==> src/rtl/router_fsm_np_pkg.sv <==
`default_nettype none
// ============================================================================
// Module      : router_pkg
// Description : Shared state encoding, default sizing and one-hot helper for
//               the 1xN packet-router control FSM.
// Revision    : 1.0 - initial release
// ============================================================================
package router_pkg;

    localparam int c_max_ports     = 16;
    localparam int c_def_num_ports = 3;
    localparam int c_def_addr_w    = $clog2(c_def_num_ports);

    typedef enum logic [3:0] {
        ST_DECODE_ADDRESS     = 4'd0,
        ST_LOAD_FIRST_DATA    = 4'd1,
        ST_LOAD_DATA          = 4'd2,
        ST_WAIT_TILL_EMPTY    = 4'd3,
        ST_LOAD_PARITY        = 4'd4,
        ST_CHECK_PARITY_ERROR = 4'd5,
        ST_FIFO_FULL_STATE    = 4'd6,
        ST_LOAD_AFTER_FULL    = 4'd7,
        ST_DROP_PACKET        = 4'd8
    } state_t;

    // Callers truncate the result to their own port count.
    function automatic logic [c_max_ports-1:0] onehot(input logic [3:0] idx);
        logic [c_max_ports-1:0] v;
        v      = '0;
        v[idx] = 1'b1;
        return v;
    endfunction

endpackage
`default_nettype wire

==> src/rtl/router_fsm_np_if.sv <==
`default_nettype none
// ============================================================================
// Module      : router_fsm_np_if
// Description : Control/status bundle between the router datapath, the output
//               FIFOs and the router control FSM.
// Revision    : 1.0 - initial release
// ============================================================================
interface router_fsm_np_if #(
    parameter int NUM_PORTS = 3,
    parameter int ADDR_W    = $clog2(NUM_PORTS)
);
    logic                  pkt_valid;
    logic [ADDR_W-1:0]     data_in;
    logic                  fifo_full;
    logic [NUM_PORTS-1:0]  fifo_empty;
    logic [NUM_PORTS-1:0]  soft_reset;
    logic                  parity_done;
    logic                  low_packet_valid;

    logic                  detect_add;
    logic                  lfd_state;
    logic                  ld_state;
    logic                  full_state;
    logic                  laf_state;
    logic                  rst_int_reg;
    logic                  write_enb_reg;
    logic                  busy;
    logic                  drop_state;
    logic [NUM_PORTS-1:0]  dest_sel;
    logic                  wait_timeout;

    // Environment side: drives packet/FIFO status, observes FSM decodes.
    modport master (
        output pkt_valid, data_in, fifo_full, fifo_empty, soft_reset,
               parity_done, low_packet_valid,
        input  detect_add, lfd_state, ld_state, full_state, laf_state,
               rst_int_reg, write_enb_reg, busy, drop_state, dest_sel,
               wait_timeout
    );

    // FSM side.
    modport slave (
        input  pkt_valid, data_in, fifo_full, fifo_empty, soft_reset,
               parity_done, low_packet_valid,
        output detect_add, lfd_state, ld_state, full_state, laf_state,
               rst_int_reg, write_enb_reg, busy, drop_state, dest_sel,
               wait_timeout
    );

endinterface
`default_nettype wire

==> src/rtl/router_fsm_np_wait_timer.sv <==
`default_nettype none
// ============================================================================
// Module      : router_wait_timer
// Description : Clearable, saturating cycle counter that flags the last
//               permitted cycle of a bounded wait.
// Revision    : 1.0 - initial release
// ============================================================================
module router_wait_timer #(
    parameter int WAIT_TIMEOUT = 30
) (
    input  wire logic clk,
    input  wire logic rst,
    input  wire logic i_clear,
    input  wire logic i_enable,
    output logic      o_tc
);

    localparam int                 c_cnt_w = $clog2(WAIT_TIMEOUT + 1);
    localparam logic [c_cnt_w-1:0] c_last  = c_cnt_w'(WAIT_TIMEOUT - 1);

    logic [c_cnt_w-1:0] r_count;

    // Saturate at the terminal value so a stalled consumer never wraps it.
    always_ff @(posedge clk) begin
        if (rst || i_clear) begin
            r_count <= '0;
        end else if (i_enable && (r_count != c_last)) begin
            r_count <= r_count + c_cnt_w'(1);
        end
    end

    assign o_tc = i_enable && (r_count == c_last);

endmodule
`default_nettype wire

==> src/rtl/router_fsm_np.sv <==
`default_nettype none
// ============================================================================
// Module      : router_fsm_np
// Description : 1xNUM_PORTS packet-router control FSM: header decode with
//               per-packet destination latch, illegal-address drop, FIFO-full
//               stall, parity sequencing and bounded wait-till-empty.
// Revision    : 1.0 - initial release
// ============================================================================
module router_fsm_np
    import router_pkg::*;
#(
    parameter int NUM_PORTS    = c_def_num_ports,
    parameter int ADDR_W       = $clog2(NUM_PORTS),
    parameter int WAIT_TIMEOUT = 30
) (
    input  wire logic        clock,
    input  wire logic        reset,
    router_fsm_np_if.slave   bus
);

    state_t               r_state;
    state_t               w_state_next;
    logic [ADDR_W-1:0]    r_dest;
    logic [ADDR_W-1:0]    w_dest_next;
    logic                 r_wait_timeout;
    logic                 w_timeout_fire;

    logic [NUM_PORTS-1:0] w_hdr_onehot;
    logic [NUM_PORTS-1:0] w_dest_onehot;
    logic                 w_hdr_illegal;
    logic                 w_hdr_empty;
    logic                 w_dest_empty;
    logic                 w_soft_hit;
    logic                 w_in_wait;
    logic                 w_timer_tc;
    logic                 w_idle_like;

    // One-hot masks avoid out-of-range bit selects when ADDR_W can encode
    // more values than there are ports.
    assign w_hdr_onehot  = NUM_PORTS'(onehot(4'(bus.data_in)));
    assign w_dest_onehot = NUM_PORTS'(onehot(4'(r_dest)));
    assign w_hdr_illegal = ({1'b0, bus.data_in} >= (ADDR_W + 1)'(NUM_PORTS));
    assign w_hdr_empty   = |(bus.fifo_empty & w_hdr_onehot);
    assign w_dest_empty  = |(bus.fifo_empty & w_dest_onehot);
    assign w_soft_hit    = |(bus.soft_reset & w_dest_onehot);
    assign w_in_wait     = (r_state == ST_WAIT_TILL_EMPTY);
    assign w_idle_like   = (r_state == ST_DECODE_ADDRESS) ||
                           (r_state == ST_DROP_PACKET);

    generate
        if (WAIT_TIMEOUT > 0) begin : g_wait_timer
            router_wait_timer #(
                .WAIT_TIMEOUT (WAIT_TIMEOUT)
            ) u_wait_timer (
                .clk      (clock),
                .rst      (reset),
                .i_clear  (!w_in_wait),
                .i_enable (w_in_wait),
                .o_tc     (w_timer_tc)
            );
        end else begin : g_no_wait_timer
            assign w_timer_tc = 1'b0;
        end
    endgenerate

    always_comb begin
        w_state_next   = r_state;
        w_dest_next    = r_dest;
        w_timeout_fire = 1'b0;

        case (r_state)
            ST_DECODE_ADDRESS: begin
                if (bus.pkt_valid) begin
                    if (w_hdr_illegal) begin
                        w_state_next = ST_DROP_PACKET;
                    end else begin
                        w_dest_next  = bus.data_in;
                        w_state_next = w_hdr_empty ? ST_LOAD_FIRST_DATA
                                                   : ST_WAIT_TILL_EMPTY;
                    end
                end
            end
            ST_LOAD_FIRST_DATA: w_state_next = ST_LOAD_DATA;
            ST_LOAD_DATA: begin
                if (bus.fifo_full) begin
                    w_state_next = ST_FIFO_FULL_STATE;
                end else if (!bus.pkt_valid) begin
                    w_state_next = ST_LOAD_PARITY;
                end
            end
            ST_WAIT_TILL_EMPTY: begin
                // Emptying on the terminal cycle still lets the packet through.
                if (w_dest_empty) begin
                    w_state_next = ST_LOAD_FIRST_DATA;
                end else if (w_timer_tc) begin
                    w_state_next   = ST_DROP_PACKET;
                    w_timeout_fire = 1'b1;
                end
            end
            ST_LOAD_PARITY: w_state_next = ST_CHECK_PARITY_ERROR;
            ST_CHECK_PARITY_ERROR: begin
                w_state_next = bus.fifo_full ? ST_FIFO_FULL_STATE
                                             : ST_DECODE_ADDRESS;
            end
            ST_FIFO_FULL_STATE: begin
                if (!bus.fifo_full) begin
                    w_state_next = ST_LOAD_AFTER_FULL;
                end
            end
            ST_LOAD_AFTER_FULL: begin
                if (bus.parity_done) begin
                    w_state_next = ST_DECODE_ADDRESS;
                end else if (bus.low_packet_valid) begin
                    w_state_next = ST_LOAD_PARITY;
                end else begin
                    w_state_next = ST_LOAD_DATA;
                end
            end
            ST_DROP_PACKET: begin
                if (!bus.pkt_valid) begin
                    w_state_next = ST_DECODE_ADDRESS;
                end
            end
            default: w_state_next = ST_DECODE_ADDRESS;
        endcase

        // A read-timeout on the active FIFO abandons the packet in flight.
        if (!w_idle_like && w_soft_hit) begin
            w_state_next   = ST_DECODE_ADDRESS;
            w_timeout_fire = 1'b0;
        end
    end

    always_ff @(posedge clock) begin
        if (reset) begin
            r_state        <= ST_DECODE_ADDRESS;
            r_dest         <= '0;
            r_wait_timeout <= 1'b0;
        end else begin
            r_state        <= w_state_next;
            r_dest         <= w_dest_next;
            r_wait_timeout <= w_timeout_fire;
        end
    end

    assign bus.detect_add    = (r_state == ST_DECODE_ADDRESS);
    assign bus.lfd_state     = (r_state == ST_LOAD_FIRST_DATA);
    assign bus.ld_state      = (r_state == ST_LOAD_DATA);
    assign bus.full_state    = (r_state == ST_FIFO_FULL_STATE);
    assign bus.laf_state     = (r_state == ST_LOAD_AFTER_FULL);
    assign bus.rst_int_reg   = (r_state == ST_CHECK_PARITY_ERROR);
    assign bus.drop_state    = (r_state == ST_DROP_PACKET);
    assign bus.write_enb_reg = (r_state == ST_LOAD_DATA)   ||
                               (r_state == ST_LOAD_PARITY) ||
                               (r_state == ST_LOAD_AFTER_FULL);
    assign bus.busy          = !((r_state == ST_DECODE_ADDRESS) ||
                                 (r_state == ST_LOAD_DATA)      ||
                                 (r_state == ST_DROP_PACKET));
    assign bus.dest_sel      = w_idle_like ? '0 : w_dest_onehot;
    assign bus.wait_timeout  = r_wait_timeout;

endmodule
`default_nettype wire

==> src/flat_wrapper.sv <==
// flat-port wrapper written by rule: the top's interface ports become plain ports
module router_fsm_np_flat import router_pkg::*;
#(
    parameter int NUM_PORTS    = c_def_num_ports,
    parameter int ADDR_W       = $clog2(NUM_PORTS),
    parameter int WAIT_TIMEOUT = 30
)
  (clock, reset, bus_pkt_valid, bus_data_in, bus_fifo_full, bus_fifo_empty, bus_soft_reset, bus_parity_done, bus_low_packet_valid, bus_detect_add, bus_lfd_state, bus_ld_state, bus_full_state, bus_laf_state, bus_rst_int_reg, bus_write_enb_reg, bus_busy, bus_drop_state, bus_dest_sel, bus_wait_timeout);
  router_fsm_np_if #(.NUM_PORTS(NUM_PORTS), .ADDR_W(ADDR_W)) bus_i ();
  input  wire logic clock;
  input  wire logic reset;
  input wire logic [$bits(bus_i.pkt_valid)-1:0] bus_pkt_valid;
  input wire logic [$bits(bus_i.data_in)-1:0] bus_data_in;
  input wire logic [$bits(bus_i.fifo_full)-1:0] bus_fifo_full;
  input wire logic [$bits(bus_i.fifo_empty)-1:0] bus_fifo_empty;
  input wire logic [$bits(bus_i.soft_reset)-1:0] bus_soft_reset;
  input wire logic [$bits(bus_i.parity_done)-1:0] bus_parity_done;
  input wire logic [$bits(bus_i.low_packet_valid)-1:0] bus_low_packet_valid;
  output wire logic [$bits(bus_i.detect_add)-1:0] bus_detect_add;
  output wire logic [$bits(bus_i.lfd_state)-1:0] bus_lfd_state;
  output wire logic [$bits(bus_i.ld_state)-1:0] bus_ld_state;
  output wire logic [$bits(bus_i.full_state)-1:0] bus_full_state;
  output wire logic [$bits(bus_i.laf_state)-1:0] bus_laf_state;
  output wire logic [$bits(bus_i.rst_int_reg)-1:0] bus_rst_int_reg;
  output wire logic [$bits(bus_i.write_enb_reg)-1:0] bus_write_enb_reg;
  output wire logic [$bits(bus_i.busy)-1:0] bus_busy;
  output wire logic [$bits(bus_i.drop_state)-1:0] bus_drop_state;
  output wire logic [$bits(bus_i.dest_sel)-1:0] bus_dest_sel;
  output wire logic [$bits(bus_i.wait_timeout)-1:0] bus_wait_timeout;
  assign bus_i.pkt_valid = bus_pkt_valid;
  assign bus_i.data_in = bus_data_in;
  assign bus_i.fifo_full = bus_fifo_full;
  assign bus_i.fifo_empty = bus_fifo_empty;
  assign bus_i.soft_reset = bus_soft_reset;
  assign bus_i.parity_done = bus_parity_done;
  assign bus_i.low_packet_valid = bus_low_packet_valid;
  assign bus_detect_add = bus_i.detect_add;
  assign bus_lfd_state = bus_i.lfd_state;
  assign bus_ld_state = bus_i.ld_state;
  assign bus_full_state = bus_i.full_state;
  assign bus_laf_state = bus_i.laf_state;
  assign bus_rst_int_reg = bus_i.rst_int_reg;
  assign bus_write_enb_reg = bus_i.write_enb_reg;
  assign bus_busy = bus_i.busy;
  assign bus_drop_state = bus_i.drop_state;
  assign bus_dest_sel = bus_i.dest_sel;
  assign bus_wait_timeout = bus_i.wait_timeout;
  router_fsm_np #(.NUM_PORTS(NUM_PORTS), .ADDR_W(ADDR_W), .WAIT_TIMEOUT(WAIT_TIMEOUT)) u_core (.clock(clock), .reset(reset), .bus(bus_i));
endmodule
==> config.mk <==
export PLATFORM = sky130hd
export DESIGN_NAME = router_fsm_np_flat
export DESIGN_NICKNAME = d
export VERILOG_FILES = /design/src/rtl/router_fsm_np_pkg.sv /design/src/rtl/router_fsm_np_if.sv /design/src/rtl/router_fsm_np_wait_timer.sv /design/src/rtl/router_fsm_np.sv /design/src/flat_wrapper.sv
export SDC_FILE = /design/constraint.sdc
export NUM_CORES = 1
export LEC_CHECK = 0
export ABC_AREA = 1
export BUFFER_PORTS_ARGS = -buffer_cell sky130_fd_sc_hd__buf_2
export CORE_UTILIZATION = 43
export DETAILED_ROUTE_END_ITERATION = 6
export GPL_TIMING_DRIVEN = 1
export PLACE_DENSITY = 0.79
export SYNTH_ARGS = -nofsm -noshare
export SYNTH_HDL_FRONTEND = slang
export SYNTH_SLANG_ARGS = --single-unit
==> constraint.sdc <==
create_clock -name clock -period 1.2 [get_ports clock]
set_input_delay 0.24 -clock clock [delete_from_list [all_inputs] [get_ports clock]]
set_output_delay 0.24 -clock clock [all_outputs]
set_load 0.1 [all_outputs]
==> summary.md <==
| Metric | Value |
|---|---|
| Skew final | `around 4.1 ps` |
| Finished Cell Area | `~0.0019 sq mm` |
| Slowest cell on the critical path | `dfxtp_4` |
| Die span in x | `47.5 microns` |
| CTS H-tree depth | `1` |
| Slew of the pin with the lowest slew margin | `379 ps` |
| Worst path arrival time | `between 1500 and 2000 ps` |
| Clock sink count | `12` |
| Post-route ant nets | `0` |
| Area occupied by multi-input gates | `~790 sq um` |
| Cell at the root of the clock tree | `clkbuf_4` |
| Antenna diodes | `0` |
| Clock Latency Late Sink | `a little under 300 ps` |
| Sw Pwr | `~3.7 mW` |
| CTS max path bufs | `2` |
| Warnings, synthesis | `0` |
| Worst-path cell chain | `nor2_4, buf_6, buf_6, nand2_8, a21oi_4, nand2_4, nand3_1, nand2_1, nor2_1` |
| Hold path depth | `2` |
| Max-cap violations | `0` |
| R2r setup slk | `-540 ps` |
| Worst slew margin | `0.746` |
| Mapped Area | `just under 900 sq um` |
| DRC | `0` |
| Synth cell types | `21` |
| Max Fclk | `around 570 MHz` |
| Sw frac | `0.569` |
| VDD IR max | `between 2 and 3 mV` |
| Final Cycle Share | `1.45` |
| DRT Wirelength | `~5.5 mm` |
| Hold slack | `218 ps` |
| Total Routing Usage GR | `0.318` |
| Slew Limit Fails | `0` |
| Most frequent cell on the critical path | `buf_6` |
| GP Congestion | `approximately 0.85` |
| Storage cell area | `260 sq um` |
| Die area | `0.00226 sq mm` |
| Mapped Nets | `~160` |
| RSZ-0062 raised after global routing | `yes` |
| Crit-path max FO | `5` |
| Sequential power share | `0.102` |
| Fraction of layout cells with a size suffix above 1 | `0.583` |
| # rows | `16` |
| Pleak | `between 0.8 and 0.9 nW` |
| Crit. End Element | `flip-flop` |
| HPWL after DPL | `between 2 and 2.5 mm` |
| Placed cell area | `approximately 0.0015 sq mm` |
| CTS buffer count | `3` |
| Starting Density | `0.454` |
| Final TNS setup | `-8990 ps` |
| Fin nets | `between 200 and 250` |
| First-pass DRT Iterations | `5` |
| Fill cells | `45` |
| # IOs | `27` |
| Setup CP Type | `reg -> reg` |
| Flop and latch count out of synthesis | `12` |
| Internal power | `between 2 and 3 mW` |
| Number of vias per cell | `approximately 6.4` |
| CP required | `between 1000 and 1500 ps` |
| Worst Reg-to-Reg Cells | `9` |
| Status | `finished with violations` |
| Vias after detailed routing | `between 1,500 and 2,000` |
| Final hold violation count | `0` |
| Pin count of the biggest net entering global routing | `8` |
| Hold crit path type | `in -> reg` |
| Clock Pin Slew Worst Setup and Hold Paths | `roughly 80 ps` |
| Clock network fraction of total power | `0.052` |
| CP max stage delay | `370 ps` |
| Die height | `between 40 and 50 microns` |
| Overflow after GRT | `0` |
| Mapped Cells | `146` |
| Final worst slack | `-542 ps` |
| Area of the core | `between 0.0015 and 0.002 sq mm` |
| Area Overhead vs Synth | `112%` |
| Minimum clock period after layout | `about 1700 ps` |
| Register area share after synthesis | `0.270` |
| CTS tree | `yes` |
| PwrDens | `3410 mW/mm^2` |
| First-pass GRT wire length | `4.97 mm` |
| Total power | `around 6.4 mW` |
| First DRT Iteration DRCs | `124` |
| Comb pwr share | `0.846` |
| Avg Cell Area, Syn | `just over 6 sq um` |
| Routed len/inst | `roughly 23 microns` |
| Final Setup Violations | `24` |
| Initial antenna violation count | `1` |
| Failing checks | `setup timing` |
| Vias in the first global route | `1,192` |
| Critical path launch point type | `flip-flop` |
| Port buffer count | `26` |
-- state kept, by name, indices dropped and copies added, names as in the netlist --
register / flops
u_core.r_state: 4
u_core.g_wait_timer.u_wait_timer.r_count: 5
u_core.bus.wait_timeout: 1
u_core.r_dest: 2
-- worst paths after layout --
path,endpoint,from
worst max-delay path,u_core.r_state[3],u_core.r_state[2]
worst min-delay path,u_core.r_dest[1],reset
worst max register to register,u_core.r_state[3],u_core.r_state[2]
worst min register to register,u_core.g_wait_timer.u_wait_timer.r_count[3],u_core.g_wait_timer.u_wait_timer.r_count[3]
-- metal layers --
metal | global-route usage | up-vias | routed length, microns
met4 | 0.206 | 0 | 620
met2 | 0.589 | 178 | 2410
li1 | - | 602 | -
met5 | 0 | - | 0
met3 | 0.0642 | 80 | 682
met1 | 0.319 | 669 | 1780
-- final cells by class --
class / instances / share of cell area
inverter: 26 / 0.0689
tap: 27 / 0.0179
multi-input combinational: 108 / 0.421
timing repair buffer: 61 / 0.336
clock buffer: 4 / 0.0192
sequential: 12 / 0.138
-- cell families after synthesis --
logic type,count (synthesis),synth area share
compound gates,20,0.129
fa+ha+maj,2,0.0281
buf+inv,26,0.110
flops,12,0.270
simple gates,86,0.463
-- per-stage QoR --
stage	cells	setup slack, ps	util
global route	238	-772	0.963
floorplan	146	-706	-
global placement	221	-145	0.763
finish	238	-542	0.963
detailed placement	221	-182	0.763
CTS	231	-392	0.840
-- synth_stat cells --
cell type   n  area share
o21ai_1     1      0.0056
nand2_4     2       0.025
inv_1      24        0.10
nor2_1     21       0.088
dfxtp_1    12        0.27
nand3b_1    1      0.0084
clkinv_1    1      0.0042
inv_2       1      0.0042
nand3_1    19        0.11
a21oi_2     1      0.0098
a21oi_4     1       0.018
o21ai_0     7       0.039
nor3_1      3       0.017
nand4_1     3       0.021
nand3_4     1       0.020
a21oi_1    10       0.056
nand2_1    32        0.13
and3b_1     1      0.0098
nor2_4      2       0.025
ha_1        2       0.028
nand2_2     1      0.0070
-- worst max-delay path, delay by kind of cell (launching register included) --
family	cells	cell delay (ps)
flops	1	370
compound gates	1	250
buf+inv	2	250
simple gates	6	760
-- power groups by stage --
| stage | Sequential, mW | Combinational [mW] | Clock [mW] |
|---|---|---|---|
| global placement | 0.581 | 3.82 | 0 |
| finish | 0.654 | 5.45 | 0.336 |
| global route | 0.655 | 5.59 | 0.355 |
| detailed placement | 0.588 | 3.88 | 0 |
| CTS | 0.601 | 4.21 | 0.328 |
| floorplan | 0.605 | 2.48 | 0 |
-- placed cells by master (no fill, tap or decap), drive strengths merged --
cell      count
buf          61
o21ai         8
clkinvlp      4
a21oi        12
nor2         23
nor3          3
nand3        20
clkinv        1
dfxtp        12
nand2        35
inv          21
clkbuf        4
nand3b        1
nand4         3
ha            2
and3b         1
-- what timing repair did --
| action | in CTS | in global routing |
|---|---|---|
| pin swaps | 12 | 17 |
| buffers inserted | 6 | 7 |
| hold buffers | 0 | 0 |
| endpoints found under the setup margin | 24 | 24 |
| resized for setup | 19 | 54 |
| cloned | 0 | 0 |
No activity file was read; power rests on OpenSTA's default activity.
